===== src/rtl/reqwalker_master.sv =====
`default_nettype none
// ============================================================================
// Module   : reqwalker_master
// Purpose  : Wishbone pipelined initiator that starts an LED walk with one
//            write and, when REQWALKER_MASTER_POLL_EN is defined, polls the
//            walker state by reads until it returns to state 0.
// Revision : 1.0 - initial release
// ============================================================================
module reqwalker_master #(
    parameter int TIMEOUT = 31,
    parameter int CW      = 8
) (
    input  logic          i_clk,
    input  logic          i_reset_n,
    input  logic          i_trigger,
    output logic          o_cyc,
    output logic          o_stb,
    output logic          o_we,
    output logic          o_addr,
    output logic [31:0]   o_data,
    input  logic          i_stall,
    input  logic          i_ack,
    input  logic [31:0]   i_data,
    output logic          o_busy,
    output logic          o_done,
    output logic          o_err,
    output logic [CW-1:0] o_count
);

    localparam int            TW       = $clog2(TIMEOUT + 1);
    localparam logic [TW-1:0] TMO_LAST = TW'(TIMEOUT - 1);

    typedef enum logic [2:0] {
        IDLE    = 3'd0,
        WR_REQ  = 3'd1,
        WR_WAIT = 3'd2,
        RD_REQ  = 3'd3,
        RD_WAIT = 3'd4
    } state_t;

    state_t        state_q, state_d;
    logic [TW-1:0] tmo_q, tmo_d;
    logic          cyc_q, cyc_d;
    logic          stb_q, stb_d;
    logic          we_q, we_d;
    logic          done_q, done_d;
    logic          err_q, err_d;
    logic [CW-1:0] count_q, count_d;
    logic          tmo_hit;
    logic          finish;
    logic          unused_data;

    assign tmo_hit = (tmo_q == TMO_LAST);

`ifdef REQWALKER_MASTER_POLL_EN
    assign unused_data = ^i_data[31:4];
`else
    assign unused_data = ^i_data;
`endif

    always_comb begin
        state_d = state_q;
        err_d   = err_q;
        finish  = 1'b0;

        case (state_q)
            IDLE: begin
                // A trigger landing on the done pulse belongs to the finished sequence.
                if (i_trigger && !done_q) begin
                    state_d = WR_REQ;
                    err_d   = 1'b0;
                end
            end
            WR_REQ: begin
                if (!i_stall) begin
                    state_d = WR_WAIT;
                end else if (tmo_hit) begin
                    state_d = IDLE;
                    err_d   = 1'b1;
                end
            end
            WR_WAIT: begin
                if (i_ack) begin
`ifdef REQWALKER_MASTER_POLL_EN
                    state_d = RD_REQ;
`else
                    state_d = IDLE;
                    finish  = 1'b1;
`endif
                end else if (tmo_hit) begin
                    state_d = IDLE;
                    err_d   = 1'b1;
                end
            end
`ifdef REQWALKER_MASTER_POLL_EN
            RD_REQ: begin
                if (!i_stall) begin
                    state_d = RD_WAIT;
                end else if (tmo_hit) begin
                    state_d = IDLE;
                    err_d   = 1'b1;
                end
            end
            RD_WAIT: begin
                if (i_ack) begin
                    if (i_data[3:0] == 4'h0) begin
                        state_d = IDLE;
                        finish  = 1'b1;
                    end else begin
                        state_d = RD_REQ;
                    end
                end else if (tmo_hit) begin
                    state_d = IDLE;
                    err_d   = 1'b1;
                end
            end
`endif
            default: state_d = IDLE;
        endcase

        // Budget restarts on every state change and never runs while idle.
        if ((state_d != state_q) || (state_q == IDLE)) begin
            tmo_d = '0;
        end else begin
            tmo_d = tmo_q + 1'b1;
        end

        cyc_d   = (state_d != IDLE);
        stb_d   = (state_d == WR_REQ) || (state_d == RD_REQ);
        we_d    = (state_d == WR_REQ);
        done_d  = finish;
        count_d = count_q + {{(CW-1){1'b0}}, finish};
    end

    always_ff @(posedge i_clk) begin
        if (!i_reset_n) begin
            state_q <= IDLE;
            tmo_q   <= '0;
            cyc_q   <= 1'b0;
            stb_q   <= 1'b0;
            we_q    <= 1'b0;
            done_q  <= 1'b0;
            err_q   <= 1'b0;
            count_q <= '0;
        end else begin
            state_q <= state_d;
            tmo_q   <= tmo_d;
            cyc_q   <= cyc_d;
            stb_q   <= stb_d;
            we_q    <= we_d;
            done_q  <= done_d;
            err_q   <= err_d;
            count_q <= count_d;
        end
    end

    assign o_cyc   = cyc_q;
    assign o_stb   = stb_q;
    assign o_we    = we_q;
    assign o_addr  = 1'b0;
    assign o_data  = 32'h0;
    assign o_busy  = cyc_q;
    assign o_done  = done_q;
    assign o_err   = err_q;
    assign o_count = count_q;

endmodule
`default_nettype wire

===== config.mk =====
export PLATFORM = sky130hd
export DESIGN_NAME = reqwalker_master
export DESIGN_NICKNAME = d
export VERILOG_FILES = /design/src/rtl/reqwalker_master.sv
export SDC_FILE = /design/constraint.sdc
export NUM_CORES = 1
export LEC_CHECK = 0
export CAP_MARGIN = 20
export CORE_ASPECT_RATIO = 1.75
export CORE_MARGIN = 2
export CORE_UTILIZATION = 30
export DETAILED_ROUTE_END_ITERATION = 6
export PLACE_DENSITY = 0.83
export SETUP_SLACK_MARGIN = 0.4
export SLEW_MARGIN = 5
export SYNTH_ARGS = -nofsm -noshare
export SYNTH_HDL_FRONTEND = slang
export SYNTH_SLANG_ARGS = --single-unit

===== constraint.sdc =====
create_clock -name i_clk -period 1.67 [get_ports i_clk]
set_clock_uncertainty 0.05 [all_clocks]
set_input_delay 0.2505 -clock i_clk [delete_from_list [all_inputs] [get_ports i_clk]]
set_output_delay 0.2505 -clock i_clk [all_outputs]
set_load 0.02 [all_outputs]

## Yosys cells after proc, flatten, opt, wreduce, memory -nomap -nowiden

Index checks and enable logic that the tools add are counted.

- $add $sub $neg: 2
- Eq/ne operators: 9
- Mux-type cells: 12
- Bitwise gates (word level): 1
- Reduce and logical (&&, ||, !) cells: 9

Operators with widths:

| operator | number |
|---|---|
| $mux W3 | 4 |
| $pmux W3 S3 | 1 |
| $add A8 B1 Y8 | 1 |
| $eq A3 B1 Y1 const B | 2 |
| $eq A3 B2 Y1 const B | 2 |
| $mux W1 | 6 |
| $ne A2 B2 Y1 const B | 3 |
| $reduce_bool A3 Y1 | 2 |
| $add A5 B1 Y5 const B | 1 |
| $eq A5 B5 Y1 const B | 1 |
| $reduce_and A4 Y1 | 1 |
| $logic_not A3 Y1 | 1 |
| $ne A3 B3 Y1 | 1 |
| $pmux W1 S3 | 1 |
| $logic_or A1 B1 Y1 | 2 |
| $reduce_or A2 Y1 | 1 |
| $logic_and A1 B1 Y1 | 1 |
| $logic_not A1 Y1 | 1 |
| $not A1 Y1 | 1 |

- Flip-flop bits (word level): 21
- Word-level logic and storage cells: 41

## Depth between registers and ports, before layout

- Depth in word-level cells: 7
- Depth in mapped cells: 8
- Depth with buffers taken out: 7

## Worst setup path after synthesis

OpenSTA, ideal clock, no wires.

- Kind: register to register
- Start: register state_q[0]
- End: register count_q[6] (netlist: o_count[6])
- Setup time: 70 ps
- Arrival: 1535 ps
- Slack: 15 ps
- Cell stages (with the launch flop): 9
- Path buffers: 1
- Period minus slack after synthesis: 1655 ps
- Path through: dfxtp_1 > buf_6 > nand3b_1 > nor2_1 > ha_1 > ha_1 > nand2_1 > or3_1 > a21oi_1

- Word-level cells in the longest chain between the ends: 3

Ends and longest elaborated chain:

| what | RTL line | text |
|---|---|---|
| start: declaration | 41 | `state_t state_q, state_d;` |
| start signal: assignment | 146 | `state_q <= state_d;` |
| $eq A3 B2 Y1 | 66 | `case (state_q)` |
| $mux W1 | 66 |  |
| net done_d | 46 | `logic done_q, done_d;` |
| $add A8 B1 Y8 | 132 | `count_d = count_q + {{(CW-1){1'b0}}, finish};` |
| end signal: assignment | 153 | `count_q <= count_d;` |
| end: declaration | 48 | `logic [CW-1:0] count_q, count_d;` |

The timed path passes the listed nets, and every way through them passes these cells.
A chain may end at the register's enable or synchronous reset.

## Worst setup path in the final report

Same ends and word-level chain as after synthesis.

==> results.md <==
* Clock-pin slew on the worst setup and hold paths at 0.08 ns
* RSZ-0062 raised after global routing: true
* Num CTS Buffers at 3
* Gpl congestion at 0.7627
* Syn avg cell area at 9.051 µm²
* DRC Markers at 0
* Post-synth EDFFs at 0
* Clk Latency, worst-skew pair at 0.25 ns
* Chip height at 84.91 µm
* FF+latch area at 429.2 µm²
* Clk buf depth at 2
* Routed len/inst at 9.912 µm
* Synthesized cell area at 1122 µm²
* Power Dens Cells at 665.8 nW/µm²
* Ys Warns at 0
* Seq cells post-synth at 21
* Setup violators final at 0
* Synth top area share at 37.46%
* Hold WC Path Type: reg -> reg
* Synth Instances at 124
* Distinct cells, synth at 29
* Fillers at 347
* Area leader, netlist: dfxtp_1
* Largest cells by area after synthesis: dfxtp_1 (37%), buf_4 (23%), nor2_1 (5.0%)
* H-Tree Depth at 1
* Remaining Overflow, GRT at 0
* Die ar. at 4265 µm²
* P&R area growth vs syn at 29.43%
* Vias at 842
* Post-synth ARST share at 0%
* Slew Viols, Final at 0
* Crit Path Category: reg -> reg
* Placed cell area at 1290 µm²
* Final Hold Vio Count at 0
* Worst Path Arrival at 1.73 ns
* Tmin final at 1.586 ns
* CP cell instances: nand3b_1 -> nor2_1 -> ha_2 -> ha_4 -> nand2_2 -> or3_1 -> a21oi_1
* Hold path depth at 2
* Hold-fix buffers at CTS at 0
* Final WL at 2032 µm
* # nets final at 201
* Root Buffer: clkbuf_8
* # clock sinks at 21
* Die Width at 50.24 µm
* Post-route cell area at 1453 µm²
* Startpoint class of the critical path: flop
* Pin count of the biggest net entering global routing at 13
* Vias per inst at 4.107
* Initial Util at 31.24%
* Worst-case reg-to-reg path depth at 7
* Slowest stage cell, crit path: dfxtp_2
* Seq/Total Area, Yosys at 37.46%
* Final hold slack at 0.4542 ns
* Area occupied by multi-input gates at 618.1 µm²
* Antenna violations before repair at 0
* Placed wire-length estimate at 1442 µm
* Tcrit/Tclk final at 94.94%
* Placement Rows at 29
* Routed Antenna Nets at 0
* 1st-iter DRT viols at 4
* Vias in the first global route at 797
* CP max FO at 2
* CP peak stage delay at 0.32 ns
* N_diodes at 0
* First-pass GRT wire length at 3236 µm
* Worst vdd ir at 0.3416 mV
* GRT Overall Usage at 9.713%
* Status: complete, no violations
* Core area at 3592 µm²
* Critical path endpoint category: flop
* Port Buffer Count at 18
* Share of cells above drive strength 1 at 31.45%
* DRT Pass-1 Iters at 4
* Top FF cell, synth: dfxtp_1
* Leakage power total at 0.6672 nW
* CP Data Required Time at 1.81 ns
* Cells after DPL at 193
* CTS tree: yes
* Fmax at 0.6307 GHz
* Non-filler cells, final at 205
* Ports at 84
* Max-cap viol count at 0
## cells in the mapped netlist, drive strengths merged (3+ instances only)
master	count
or3	3
nor2	15
xor2	4
nor3b	3
a21oi	5
buf	35
inv	4
o21ai	3
nand3	5
dfxtp	21
and2	3
ha	4
## final timing paths
kind / startpoint / end / slack (ns)
max: state_q[0]$_SDFF_PN0_ / o_count[6]$_SDFF_PN0_ / 0.08
min: o_count[7]$_SDFF_PN0_ / o_count[7]$_SDFF_PN0_ / 0.45
max reg2reg: state_q[0]$_SDFF_PN0_ / o_count[6]$_SDFF_PN0_ / 0.08
min reg2reg: o_count[7]$_SDFF_PN0_ / o_count[7]$_SDFF_PN0_ / 0.45
## worst max-delay path: cells and delay by family, from the launching register on
family,cells,cell delay (ns)
simple gates,4,0.68
fa+ha+maj,2,0.37
flops,1,0.32
compound gates,1,0.12
## through the flow
step	utilization [%]	power [mW]	setup TNS, ns	worst slack, ns
after detailed placement	35.91	0.6473	-1.356	-0.2746
final	40.44	0.9671	0	0.08448
after floorplan	-	0.6777	0	0.06511
after global routing	40.44	1.010	0	0.006036
after global placement	35.91	0.6464	-1.126	-0.2437
after CTS	39.12	0.9655	0	0.1052
## placed cells by master, fill, tap and decap left out, types with 2 or more instances in the layout
master,instances
and2_1,2
nand4_1,2
conb_1,34
xnor2_1,2
nor3b_2,3
nor2_1,15
clkbuf_8,3
clkbuf_2,2
clkdlybuf4s15_1,2
dlygate4sd2_1,6
nand3_2,2
dfxtp_2,7
inv_1,3
nand2b_1,2
clkdlybuf4s15_2,4
dfxtp_1,14
nand3_1,3
a21oi_1,4
or3_1,3
o21ai_0,3
xor2_1,4
clkdlybuf4s50_1,3
ha_4,2
buf_4,14
## sequential cells by signal (all words and copies together) (netlist names)
name / cells
o_busy: 1
o_err: 1
o_we: 1
o_stb: 1
o_done: 1
tmo_q: 5
state_q: 3
o_count: 8
## layout make-up
cell class	instances	share of cell area [%]
repair buffers	33	19.72
inverters	4	1.034
clock inverters	1	0.3445
clock buffers	3	2.842
flip-flops and latches	21	29.54
well taps	46	3.962
multi-input cells	97	42.55
## layer usage
layer / up-vias / wire length (µm) / GRT usage, %
met3: 4 / 173 / 2.289
met1: 384 / 699 / 9.649
met4: 0 / 53 / 5.808
met5: - / 0 / 0
li1: 412 / - / -
met2: 42 / 1106 / 17.58
## repair_timing
item	in CTS	in global routing
setup buffers	5	3
gates resized for setup	35	13
setup endpoints to repair	32	22
pin swaps	9	5
## where the power goes
group          internal, mW  total [mW]  switching, mW
Clock                 0.166       0.323          0.158
Combinational        0.0333       0.133         0.0995
Sequential            0.507       0.511        0.00385
Total                 0.706       0.967          0.261
## cells by family after synthesis
group	synth area share, %
xor+xnor	4.682
other cells	0.3341
compound gates	9.476
fa+ha+maj	4.459
flops	37.46
simple gates	18.51
buf+inv	25.08
(Power assumes the default switching activity.)
